--- config.mk ---
export PLATFORM = sky130hd
export DESIGN_NAME = escaner_teclado
export DESIGN_NICKNAME = d
export VERILOG_FILES = /design/src/rtl/teclado_pkg.sv /design/src/rtl/anillo_columnas.sv /design/src/rtl/escaner_teclado.sv
export SDC_FILE = /design/constraint.sdc
export NUM_CORES = 1
export LEC_CHECK = 0
export ABC_CLOCK_PERIOD_IN_PS = 5500
export CAP_MARGIN = 0
export CORE_AREA = 2 2 67 50
export DETAILED_ROUTE_END_ITERATION = 16
export DIE_AREA = 0 0 69 52
export MAX_ROUTING_LAYER = met4
export PLACE_DENSITY = 0.78
export SLEW_MARGIN = 15
export SYNTH_ARGS = -nofsm -noshare
export SYNTH_HDL_FRONTEND = slang
export SYNTH_HIERARCHICAL = 1
export SYNTH_SLANG_ARGS = --single-unit
--- constraint.sdc ---
create_clock -name i_Clk -period 5.5 [get_ports i_Clk]
set_input_delay 0.825 -clock i_Clk [delete_from_list [all_inputs] [get_ports i_Clk]]
set_output_delay 0.825 -clock i_Clk [all_outputs]
set_load 0.005 [all_outputs]
--- src/rtl/teclado_pkg.sv ---
// Shared types and constants for the 4x4 keypad scanner.
package teclado_pkg;
  typedef enum logic [1:0] {SCAN, CONFIRM, REPORT, RELEASE} estado_e;

  localparam int NUM_FILAS = 4;
  localparam int NUM_COLS  = 4;
  localparam int CODE_W    = 4;

  localparam logic [NUM_COLS-1:0] COL_IDLE = 4'b1110;
endpackage

--- src/rtl/anillo_columnas.sv ---
// Window counter plus one-hot active-low column ring; the ring steps once per
// window at the sample strobe unless frozen.
module anillo_columnas
  import teclado_pkg::*;
#(
  parameter int SCAN_DIV = 1000
) (
  input  logic                i_Clk,
  input  logic                i_Reset,
  input  logic                i_Congelar,
  output logic [NUM_COLS-1:0] o_Columnas,
  output logic [1:0]          o_Col_Idx,
  output logic                o_Muestra
);
  localparam int CW = $clog2(SCAN_DIV);

  logic [CW-1:0]       cnt_q, cnt_d;
  logic [NUM_COLS-1:0] ring_q, ring_d;

  always_ff @(posedge i_Clk or negedge i_Reset) begin
    if (!i_Reset) begin
      cnt_q  <= '0;
      ring_q <= COL_IDLE;
    end else begin
      cnt_q  <= cnt_d;
      ring_q <= ring_d;
    end
  end

  always_comb begin
    o_Muestra = (cnt_q == CW'(SCAN_DIV - 1));
    cnt_d     = o_Muestra ? '0 : cnt_q + CW'(1);
    ring_d    = (o_Muestra && !i_Congelar) ? {ring_q[NUM_COLS-2:0], ring_q[NUM_COLS-1]} : ring_q;
  end

  always_comb begin
    case (ring_q)
      4'b1101: o_Col_Idx = 2'd1;
      4'b1011: o_Col_Idx = 2'd2;
      4'b0111: o_Col_Idx = 2'd3;
      default: o_Col_Idx = 2'd0;
    endcase
  end

  assign o_Columnas = ring_q;
endmodule

--- src/rtl/escaner_teclado.sv ---
// 4x4 keypad scanner: synchronizes rows, debounces one key at a time and hands
// the key code to the consumer through a valid/ack handshake.
module escaner_teclado
  import teclado_pkg::*;
#(
  parameter int SCAN_DIV       = 1000,
  parameter int DEBOUNCE_COUNT = 3
) (
  input  logic                 i_Clk,
  input  logic                 i_Reset,
  input  logic [NUM_FILAS-1:0] i_Filas,
  output logic [NUM_COLS-1:0]  o_Columnas,
  output logic [CODE_W-1:0]    o_Tecla,
  output logic                 o_Valido,
  input  logic                 i_Ack
);
  localparam int DW = $clog2(DEBOUNCE_COUNT + 1);

  logic [NUM_FILAS-1:0] sync1_q, sync2_q;
  estado_e              estado_q, estado_d;
  logic [DW-1:0]        deb_q, deb_d, deb_inc;
  logic [CODE_W-1:0]    code_q, code_d;
  logic [1:0]           col_idx, fila;
  logic [CODE_W-1:0]    cand;
  logic                 hit, muestra, avanzar;

  anillo_columnas #(.SCAN_DIV(SCAN_DIV)) u_anillo (
    .i_Clk      (i_Clk),
    .i_Reset    (i_Reset),
    .i_Congelar (!avanzar),
    .o_Columnas (o_Columnas),
    .o_Col_Idx  (col_idx),
    .o_Muestra  (muestra)
  );

  always_ff @(posedge i_Clk or negedge i_Reset) begin
    if (!i_Reset) begin
      sync1_q <= '1;
      sync2_q <= '1;
    end else begin
      sync1_q <= i_Filas;
      sync2_q <= sync1_q;
    end
  end

  // Lowest-numbered low row wins when several keys share the column.
  always_comb begin
    fila = 2'd0;
    for (int i = NUM_FILAS - 1; i >= 0; i--)
      if (!sync2_q[i]) fila = 2'(i);
  end

  assign hit     = ~&sync2_q;
  assign cand    = {col_idx, fila};
  assign deb_inc = deb_q + DW'(1);

  always_ff @(posedge i_Clk or negedge i_Reset) begin
    if (!i_Reset) begin
      estado_q <= SCAN;
      deb_q    <= '0;
      code_q   <= '0;
    end else begin
      estado_q <= estado_d;
      deb_q    <= deb_d;
      code_q   <= code_d;
    end
  end

  always_comb begin
    estado_d = estado_q;
    deb_d    = deb_q;
    code_d   = code_q;
    avanzar  = 1'b0;
    case (estado_q)
      SCAN: if (muestra) begin
        if (hit) begin
          code_d   = cand;
          deb_d    = DW'(1);
          estado_d = (DEBOUNCE_COUNT == 1) ? REPORT : CONFIRM;
        end else begin
          avanzar = 1'b1;
        end
      end
      CONFIRM: if (muestra) begin
        if (hit && cand == code_q) begin
          deb_d = deb_inc;
          if (deb_inc == DW'(DEBOUNCE_COUNT)) estado_d = REPORT;
        end else begin
          deb_d    = '0;
          avanzar  = 1'b1;
          estado_d = SCAN;
        end
      end
      // Code is held here until taken; a release meanwhile is irrelevant.
      REPORT: if (i_Ack) begin
        deb_d    = '0;
        estado_d = RELEASE;
      end
      RELEASE: if (muestra) begin
        if (hit) begin
          deb_d = '0;
        end else if (deb_inc == DW'(DEBOUNCE_COUNT)) begin
          deb_d    = '0;
          avanzar  = 1'b1;
          estado_d = SCAN;
        end else begin
          deb_d = deb_inc;
        end
      end
      default: estado_d = SCAN;
    endcase
  end

  always_comb begin
    o_Valido = (estado_q == REPORT);
    o_Tecla  = code_q;
  end
endmodule

==> out/metrics.cfg <==
[timing]
hold_violations = 0
rsz0062_at_grt = false
fin_crit_sh_pct = 47.1
maxSlewViolCount = 0
setup_viol_count_final = 0
worst_slack_ns = 2.91
holdWs_ns = 0.351
fmax_mhz = 386
tightest_slew_ns = 0.614
finalSetupTns_ns = 0
fin_crit_ns = 2.59
slew_headroom_pct = 58.9
clock_skew_ns = 0.00518

[status]
status = completed

[critical_path]
critPathRequiredTime_ns = 5.66
worstPathArrival_ns = 2.75
crit_start = u_anillo/cnt_q[0]$_DFF_PN0_
rr_startpoint = u_anillo/cnt_q[0]$_DFF_PN0_
cpPeakStageDelay_ns = 0.53
worst-setup-path-type = reg2reg
end_kind = flip-flop
r2r_cells = 6
timing.rr.end = u_anillo/o_Columnas[0]$_DFFE_PN0P_
worstSetupEndpoint = u_anillo/o_Columnas[0]$_DFFE_PN0P_
slowest_stage = nor3_2
crit_path_start_kind = flip-flop
rrSetupSlack_ns = 2.91
worstPathMaxFanout = 10
crit_chain = ha_1 > nand4b_1 > nor3_2 > nand3_1 > nor4_4 > mux2_1

[clock_network]
clkSlewWorstSetupHoldPaths_ns = 0.06
cts_tree = built
cts_resized = 0
clkLatencyLatePin_ns = 0.28
post-cts-setup-buffers = 0
postCtsHoldBufs = 0
htreeDepth = 2
numCtsBuffers = 5
cts.sinks = 30
clockBufferDepth = 2
clockRootBuffer = clkbuf_8

[synthesis]
synth_edf_count = 0
synth_flop_cell = dfrtp_1
synth_top_cell_area_share_pct = 30.5
synth-seq-cells = 30
syn_area_per_cell_sq_um = 11.0
synth_seq_area_share_pct = 49.1
synth_area_leader_cell = dfrtp_1
synth_area_sq_mm = 0.00156
ys_types = 47
synth_cells = 142
async_flop_share_pct = 100
synth_fp_nets = 153
yosysWarningCount = 6
synthTopCellsByArea = dfrtp_1 31%, dfstp_2 19%, ha_1 3.2%, mux2_1 2.9%, xor2_1 2.8%

[global_routing]
grt_pass1_vias = 1055
grt_first_pass_wirelength_microns = 4890
grt.overflow.total = 0
grt_max_degree = 31
grt.total_usage_pct = 18.6
antenna_found_initial = 0

[routing]
drc_errors = 0
dr.pass1.iters = 4
drt-wirelength-per-cell_microns = 14.7
first_iter_violations = 92
via_count = 1123
drt_wl_total_microns = 2930
vias_per_cell = 5.62
final_antenna_net_count = 0

[power_and_ir_drop]
p_sw_share_pct = 20.8
p_comb_share_pct = 3.2
internal_power_mw = 0.333
p_per_area_mw_per_mm2 = 230
p_seq_share_pct = 54.5
power.net_switching_mw = 0.0874
ir_drop_uv = 192
p_leak_nw = 0.752
finalPower_mw = 0.421
clkPwrFrac_pct = 42.3

[placed_design]
port_buffers = 15
gp_congestion = 0.898
dp_worst_setup_slack_ns = 2.94
placed_area_sq_mm = 0.00174
hpwlAfterDp_microns = 2100
dp.cells = 192

[hold_path]
hold_depth = 0
min_path_type = reg2reg

[final_layout]
nFillCells = 230
stdcell_count = 200
area_delta_synth_final_pct = 17.6
design_area_sq_mm = 0.00183
final_common_cell = dfrtp_1
layout.nets = 172
antenna_cells = 0
drive_above_1_share_pct = 21.6
final_cell_mix = 19 x dfrtp_1, 15 x clkdlybuf4s50_1, 11 x nand2_1, 11 x dfstp_2, 9 x nor2_1
multi_input_area_sq_um = 743
seq_area_sq_um = 764
utilization_pct = 61.5

[floorplan]
start_util_pct = 52.3
die_area_sq_mm = 0.00359
die_x_microns = 69
fp-row-count = 17
die_h_microns = 52
io_pins = 16
core-area_sq_mm = 0.00298

[run]
drv_cap = 0

## worst max-delay path: cells and delay by family, from the launching register on
kind                       cells  cell delay [ns]
adders and majority gates      1             0.27
muxes                          1             0.36
and+or+nand+nor                4             1.44
DFF                            1             0.40
## layer usage
metal / vias up / routed length [microns] / track usage [%]
li1: 553 / - / -
met1: 535 / 1470 / 25.4
met2: 31 / 1280 / 25.8
met3: 4 / 145 / 5.43
met4: 0 / 37 / 7.84
met5: - / 0 / -
## cell families (layout without fill, tap and decap cells)
family | count (synthesis) | after routing | share of synthesized area [%]
xor gates and xnor gates | 8 | 8 | 4.50
muxes | 9 | 9 | 6.67
buffers and inverters | 11 | 31 | 3.14
and+or+nand+nor | 53 | 53 | 21.2
adders and majority gates | 4 | 4 | 3.22
AOI/OAI and AO/OA | 27 | 27 | 12.1
DFF | 30 | 30 | 49.1
## how the worst min path moves through the flow
stage / end / from
floorplan: sync2_q[0]$_DFF_PN1_ / sync1_q[0]$_DFF_PN1_
global placement: sync2_q[1]$_DFF_PN1_ / sync1_q[1]$_DFF_PN1_
detailed placement: sync2_q[2]$_DFF_PN1_ / sync1_q[2]$_DFF_PN1_
CTS: sync2_q[3]$_DFF_PN1_ / sync1_q[3]$_DFF_PN1_
global route: sync2_q[2]$_DFF_PN1_ / sync1_q[2]$_DFF_PN1_
finish: sync2_q[3]$_DFF_PN1_ / sync1_q[3]$_DFF_PN1_
## final cells by class
| type | instances | area share (%) |
|---|---|---|
| Sequential cell | 30 | 41.8 |
| Multi-Input combinational cell | 101 | 40.6 |
| Timing Repair Buffer | 16 | 8.61 |
| Clock buffer | 7 | 4.72 |
| Tap cell | 38 | 2.60 |
| Inverter | 7 | 1.44 |
| Clock inverter | 1 | 0.273 |
## power by group through the flow
stage / combinational (mW) / clock (mW) / sequential (mW)
floorplan: 0.00387 / 0 / 0.232
detailed placement: 0.0139 / 0 / 0.233
global placement: 0.0135 / 0 / 0.233
CTS: 0.0140 / 0.183 / 0.229
global route: 0.0152 / 0.197 / 0.230
finish: 0.0136 / 0.178 / 0.229
## cells in the mapped netlist, types with 2 or more instances
cell type,instances
o211ai_1,3
a21oi_1,6
nand3_1,8
nor2_1,9
buf_2,3
mux2_2,3
and4_1,2
ha_1,4
xor2_1,5
inv_1,7
and3_1,2
nor3_1,2
dfrtp_1,19
nand4_1,4
mux2_1,4
nand2_1,11
dfstp_2,11
xnor2_1,3
o221ai_1,2
o21ai_0,6
nor2b_1,2
## flip-flops by register name (all words and copies together) (netlist names), named ones only
| signal | cells |
|---|---|
| deb_q | 2 |
| estado_q | 1 |
| o_Tecla | 4 |
| sync1_q | 4 |
| sync2_q | 4 |
| u_anillo/cnt_q | 10 |
| u_anillo/o_Columnas | 4 |
Note: power is estimated with default switching activity, not from simulation.
